--- src/rtl/io_input_port_sel_if.sv ---
// rtl/io_input_port_sel_if.sv - input-port window bus: port data and load address in, read data out
interface io_input_port_sel_if #(
  parameter int DATA_W = 32
);
  logic [DATA_W-1:0] a0;
  logic [DATA_W-1:0] a1;
  logic [5:0]        addr;
  logic [DATA_W-1:0] y;
  logic              hit;
  logic [DATA_W-1:0] y_q;
  logic              hit_q;
  logic              sel_q;

  modport master (
    output a0, a1, addr,
    input  y, hit, y_q, hit_q, sel_q
  );

  modport slave (
    input  a0, a1, addr,
    output y, hit, y_q, hit_q, sel_q
  );
endinterface

--- src/rtl/io_input_port_sel.sv ---
// rtl/io_input_port_sel.sv - input-port read-data selector with registered debug copies
module io_input_port_sel #(
  parameter int                DATA_W    = 32,
  parameter logic [5:0]        SEL0      = 6'b110000,
  parameter logic [5:0]        SEL1      = 6'b110001,
  parameter logic [DATA_W-1:0] DEFAULT_Y = '0
) (
  input  logic                 io_clk,
  input  logic                 reset,
  io_input_port_sel_if.slave   bus
);

  logic [DATA_W-1:0] y_c;
  logic              hit_c;
  logic              hit0_c;
  logic              hit1_c;

  // SEL0 is tested first so a misconfigured SEL0==SEL1 resolves to port 0
  always_comb begin
    y_c    = DEFAULT_Y;
    hit_c  = 1'b0;
    hit0_c = 1'b0;
    hit1_c = 1'b0;
    if (bus.addr == SEL0) begin
      y_c    = bus.a0;
      hit_c  = 1'b1;
      hit0_c = 1'b1;
    end else if (bus.addr == SEL1) begin
      y_c    = bus.a1;
      hit_c  = 1'b1;
      hit1_c = 1'b1;
    end
  end

  assign bus.y   = y_c;
  assign bus.hit = hit_c;

  always_ff @(posedge io_clk) begin
    if (reset) begin
      bus.y_q   <= '0;
      bus.hit_q <= 1'b0;
      bus.sel_q <= 1'b0;
    end else begin
      bus.y_q   <= y_c;
      bus.hit_q <= hit_c;
      if (hit0_c) begin
        bus.sel_q <= 1'b0;
      end else if (hit1_c) begin
        bus.sel_q <= 1'b1;
      end
    end
  end

endmodule

--- src/flat_wrapper.sv ---
// flat-port wrapper written by rule: the top's interface ports become plain ports
module io_input_port_sel_flat 
#(
  parameter int                DATA_W    = 32,
  parameter logic [5:0]        SEL0      = 6'b110000,
  parameter logic [5:0]        SEL1      = 6'b110001,
  parameter logic [DATA_W-1:0] DEFAULT_Y = '0
)
  (io_clk, reset, bus_a0, bus_a1, bus_addr, bus_y, bus_hit, bus_y_q, bus_hit_q, bus_sel_q);
  io_input_port_sel_if #(.DATA_W(DATA_W)) bus_i ();
  input  logic io_clk;
  input  logic reset;
  input wire logic [$bits(bus_i.a0)-1:0] bus_a0;
  input wire logic [$bits(bus_i.a1)-1:0] bus_a1;
  input wire logic [$bits(bus_i.addr)-1:0] bus_addr;
  output wire logic [$bits(bus_i.y)-1:0] bus_y;
  output wire logic [$bits(bus_i.hit)-1:0] bus_hit;
  output wire logic [$bits(bus_i.y_q)-1:0] bus_y_q;
  output wire logic [$bits(bus_i.hit_q)-1:0] bus_hit_q;
  output wire logic [$bits(bus_i.sel_q)-1:0] bus_sel_q;
  assign bus_i.a0 = bus_a0;
  assign bus_i.a1 = bus_a1;
  assign bus_i.addr = bus_addr;
  assign bus_y = bus_i.y;
  assign bus_hit = bus_i.hit;
  assign bus_y_q = bus_i.y_q;
  assign bus_hit_q = bus_i.hit_q;
  assign bus_sel_q = bus_i.sel_q;
  io_input_port_sel #(.DATA_W(DATA_W), .SEL0(SEL0), .SEL1(SEL1), .DEFAULT_Y(DEFAULT_Y)) u_core (.io_clk(io_clk), .reset(reset), .bus(bus_i));
endmodule
--- config.mk ---
export PLATFORM = sky130hd
export DESIGN_NAME = io_input_port_sel_flat
export DESIGN_NICKNAME = d
export VERILOG_FILES = /design/src/rtl/io_input_port_sel_if.sv /design/src/rtl/io_input_port_sel.sv /design/src/flat_wrapper.sv
export SDC_FILE = /design/constraint.sdc
export NUM_CORES = 1
export LEC_CHECK = 0
export CELL_PAD_IN_SITES_DETAIL_PLACEMENT = 1
export CELL_PAD_IN_SITES_GLOBAL_PLACEMENT = 1
export CORE_MARGIN = 10
export CORE_UTILIZATION = 21
export CTS_CLUSTER_SIZE = 30
export DETAILED_ROUTE_END_ITERATION = 6
export HOLD_SLACK_MARGIN = 0.05
export PLACE_DENSITY = 0.84
export SLEW_MARGIN = 15
export SYNTH_ARGS = -nofsm -noshare
export SYNTH_HDL_FRONTEND = slang
export SYNTH_SLANG_ARGS = --single-unit
--- constraint.sdc ---
create_clock -name io_clk -period 2.2 [get_ports io_clk]
set_input_delay 0.22 -clock io_clk [delete_from_list [all_inputs] [get_ports io_clk]]
set_output_delay 0.22 -clock io_clk [all_outputs]
set_load 0.02 [all_outputs]
==> results.yml <==
yosys:
  synth_ff_type: "sky130_fd_sc_hd__dfxtp_1"
  most_instantiated_library_cell_after_synthesis: "sky130_fd_sc_hd__nor2_1"
  netlist.area_leader.share_pct: 47.6
  postSynthAreaPerCell_um2: 9.46
  synth.ff_latch_count: 34
  synthArstFlopShare_pct: 0
  synth.lib_cells_used.distinct: 13
  syn-cell-area_um2: 1430
  synth_enable_flop_cells: 0
  top_cells_by_area_in_the_synthesized_netlist: "sky130_fd_sc_hd__dfxtp_1, sky130_fd_sc_hd__mux2i_1, sky130_fd_sc_hd__nor2_1"
  syn_inst: 151
  syn_nets: 223
  netlist_top_cells_count: "sky130_fd_sc_hd__nor2_1, sky130_fd_sc_hd__dfxtp_1, sky130_fd_sc_hd__mux2i_1"
  synth-warning-count: 0
  synth.largest_area_cell: "sky130_fd_sc_hd__dfxtp_1"
  synth_sequential_area_ratio_pct: 47.6
place:
  number_of_port_buffers: 138
  place_congestion: 0.767
  dp_hpwl_mm: 5.29
  pre_cts_ws_ns: -0.311
critical_path:
  worst_r2r_startpoint: "u_core.bus.sel_q"
  worst_setup_path_start_kind: "input pin"
  critPathLaunch: "bus_addr[1]"
  timing.rr.end: "u_core.bus.sel_q"
  slowest_stage: "sky130_fd_sc_hd__clkdlybuf4s50_1"
  worst_setup_path_end_kind: "output port"
  rrSetupSlack_ns: 1.62
  cp_cell_instances: "clkdlybuf4s50_1 -> or3_1 -> or2_2 -> buf_4 -> nor2_1 -> clkdlybuf4s15_1"
  criticalPathCategory: "in -> out"
  worst-r2r-cell-count: 2
  required_time_at_the_endpoint_of_the_critical_path_ns: 1.98
  worst_setup_path_endpoint: "bus_y[19]"
  cp_slowest_stage_delay_ns: 0.39
  worstPathArrival_ns: 1.93
  timing.critical_path.fanout_max: 20
global_route:
  grt_first_pass_wirelength_mm: 9.01
  grt-ovfl-total: 0
  antenna_found_initial: 0
  grt_max_degree: 21
  grt.total_usage_pct: 11.2
  grt_pass1_vias: 1676
layout:
  area_growth_syn_to_layout_pct: 96.6
  multi_input_comb_area_um2: 608
  sequential_cell_area_um2: 681
  finish.net_count: 363
  drive_above_1_share_pct: 12.7
  final.fill_count: 797
  antennaDiodeCount: 0
timing:
  final.period_utilization_pct: 97.7
  maxSlewHeadroom_pct: 77.7
  grt_setup_unrepaired: "false"
  final_critical_path_required_period_ns: 2.15
  timing.final.hold_violations: 0
  fin_worst_skew_ns: 0
  pin_slew_with_the_least_headroom_to_its_limit_ns: 0.335
  min_setup_slack_post_route_ns: 0.0502
  slew_violations: 0
  fmax_mhz: 465
  final-setup-viol-count: 0
  timing.hold.ws_ns: 0.456
  setup-tns-final_ns: 0
routing:
  dr_total_vias: 1519
  detail_route.vias_per_cell: 4.09
  number_of_remaining_drc_errors: 0
  routed_wire_length_per_instance_um: 16.9
  ant_nets: 0
  routed_wl_mm: 6.29
  detailedRoute.firstIterationViolations: 30
  drt-pass1-iter-count: 4
pwr:
  netSwitchingFraction_pct: 23.4
  power_density_nw_per_um2: 459
  p_switching_uw: 302
  power.leakage_nw: 1.24
  p_clk_share_pct: 33.2
  combPwrFrac_pct: 18.7
  internal_power_uw: 987
  sequentialPowerShare_pct: 48.1
  irDropWorstVdd_v: 0.000162
die:
  die_height_um: 102
  start_util_pct: 21.3
  top_level_ports: 139
  die_width_um: 102
  design.die.area_um2: 10500
  floorplan.core_area_um2: 6720
  fp-row-count: 30
status:
  status: "finished clean"
cts:
  cts-buffers-inserted: 5
  cts.clk_slew.worst_paths_ns: 0.07
  post_cts.repair.setup_buffers: 0
  clock_sinks: 34
  postCtsHoldBufs: 0
  clk_buf_depth: 2
  htreeDepth: 2
  cts_tree: "built"
  worst_skew_pair_latency_ns: 0.28
  clock_tree.root_cell: "sky130_fd_sc_hd__clkbuf_8"
min_path:
  timing.hold.worst.class: "in -> reg"
run:
  max_cap_viols: 0
## cells by family after synthesis
family                 share of synthesized area (%)
buffers and inverters                           9.81
DFF                                             47.6
muxes                                           23.1
and+or+nand+nor                                 19.4
## how the worst min path moves through the flow
stage	startpoint	endpoint	slack (ns)	depth (start not counted)
after floorplan	bus_a0[24]	u_core.bus.y_q[24]	0.40	2
after global placement	u_core.bus.sel_q	u_core.bus.sel_q	0.47	2
after detailed placement	u_core.bus.sel_q	u_core.bus.sel_q	0.49	2
after CTS	bus_addr[0]	u_core.bus.sel_q	0.45	4
after global routing	bus_addr[0]	u_core.bus.sel_q	0.49	4
final	bus_addr[0]	u_core.bus.sel_q	0.46	4
## power by group through the flow
stage	Combinational [mW]	Sequential [mW]	Clock [mW]
finish	0.241	0.620	0.427
global route	0.261	0.620	0.485
detailed placement	0.249	0.635	0
CTS	0.246	0.620	0.449
global placement	0.245	0.634	0
floorplan	0.0872	0.640	0
## per-stage QoR
step           power, mW  cells  cell area, um^2  utilization (%)
5_1_grt             1.37    371             2810             41.8
4_1_cts             1.32    371             2870             42.8
3_3_place_gp       0.879    364             2830             42.0
2_1_floorplan      0.727    151             1430                -
6_report            1.29    371             2810             41.8
3_5_place_dp       0.884    364             2830             42.0
## sequential cells by signal, summed over array words and instances, names as in the netlist
name              cells
u_core.bus.y_q       32
u_core.bus.hit_q      1
u_core.bus.sel_q      1
## repair_timing
action	in CTS	in global routing
resized for setup	42	44
endpoints found under the setup margin	33	31
hold endpoints to repair	0	0
## critical path, delay by kind of cell
kind                   cells  cell delay (ns)
and+or+nand+nor            3             0.78
buffers and inverters      3             0.91
## area by class of cell
class,instances,share of cell area [%]
tap,80,3.56
multi-input combinational,103,21.6
timing repair buffer,145,47.5
inverter,2,0.267
sequential,34,24.2
clock inverter,2,0.356
clock buffer,5,2.45
## placed cells by master (no fill, tap or decap)
cell type / n
sky130_fd_sc_hd__buf_2: 2
sky130_fd_sc_hd__dfxtp_1: 34
sky130_fd_sc_hd__clkbuf_2: 18
sky130_fd_sc_hd__or2_2: 1
sky130_fd_sc_hd__clkdlybuf4s15_1: 12
sky130_fd_sc_hd__or3_1: 2
sky130_fd_sc_hd__mux2i_1: 33
sky130_fd_sc_hd__buf_4: 7
sky130_fd_sc_hd__nor2_1: 63
sky130_fd_sc_hd__dlygate4sd2_1: 1
sky130_fd_sc_hd__clkbuf_8: 5
sky130_fd_sc_hd__clkinv_2: 2
sky130_fd_sc_hd__nor2_2: 1
sky130_fd_sc_hd__clkdlybuf4s15_2: 1
sky130_fd_sc_hd__nand2_1: 1
sky130_fd_sc_hd__nand2b_1: 2
sky130_fd_sc_hd__clkdlybuf4s50_1: 104
sky130_fd_sc_hd__inv_1: 2
## routing by layer
metal | up-vias | wire [um] | global-route usage (%) | part of all wire, %
met5 | - | 0 | 0 | 0
met4 | 0 | 131 | 4.45 | 2.1
met2 | 71 | 3410 | 21.4 | 54
met3 | 8 | 734 | 4.53 | 12
met1 | 683 | 2010 | 10.3 | 32
li1 | 757 | - | - | -
No activity file was read; power rests on OpenSTA's default activity.
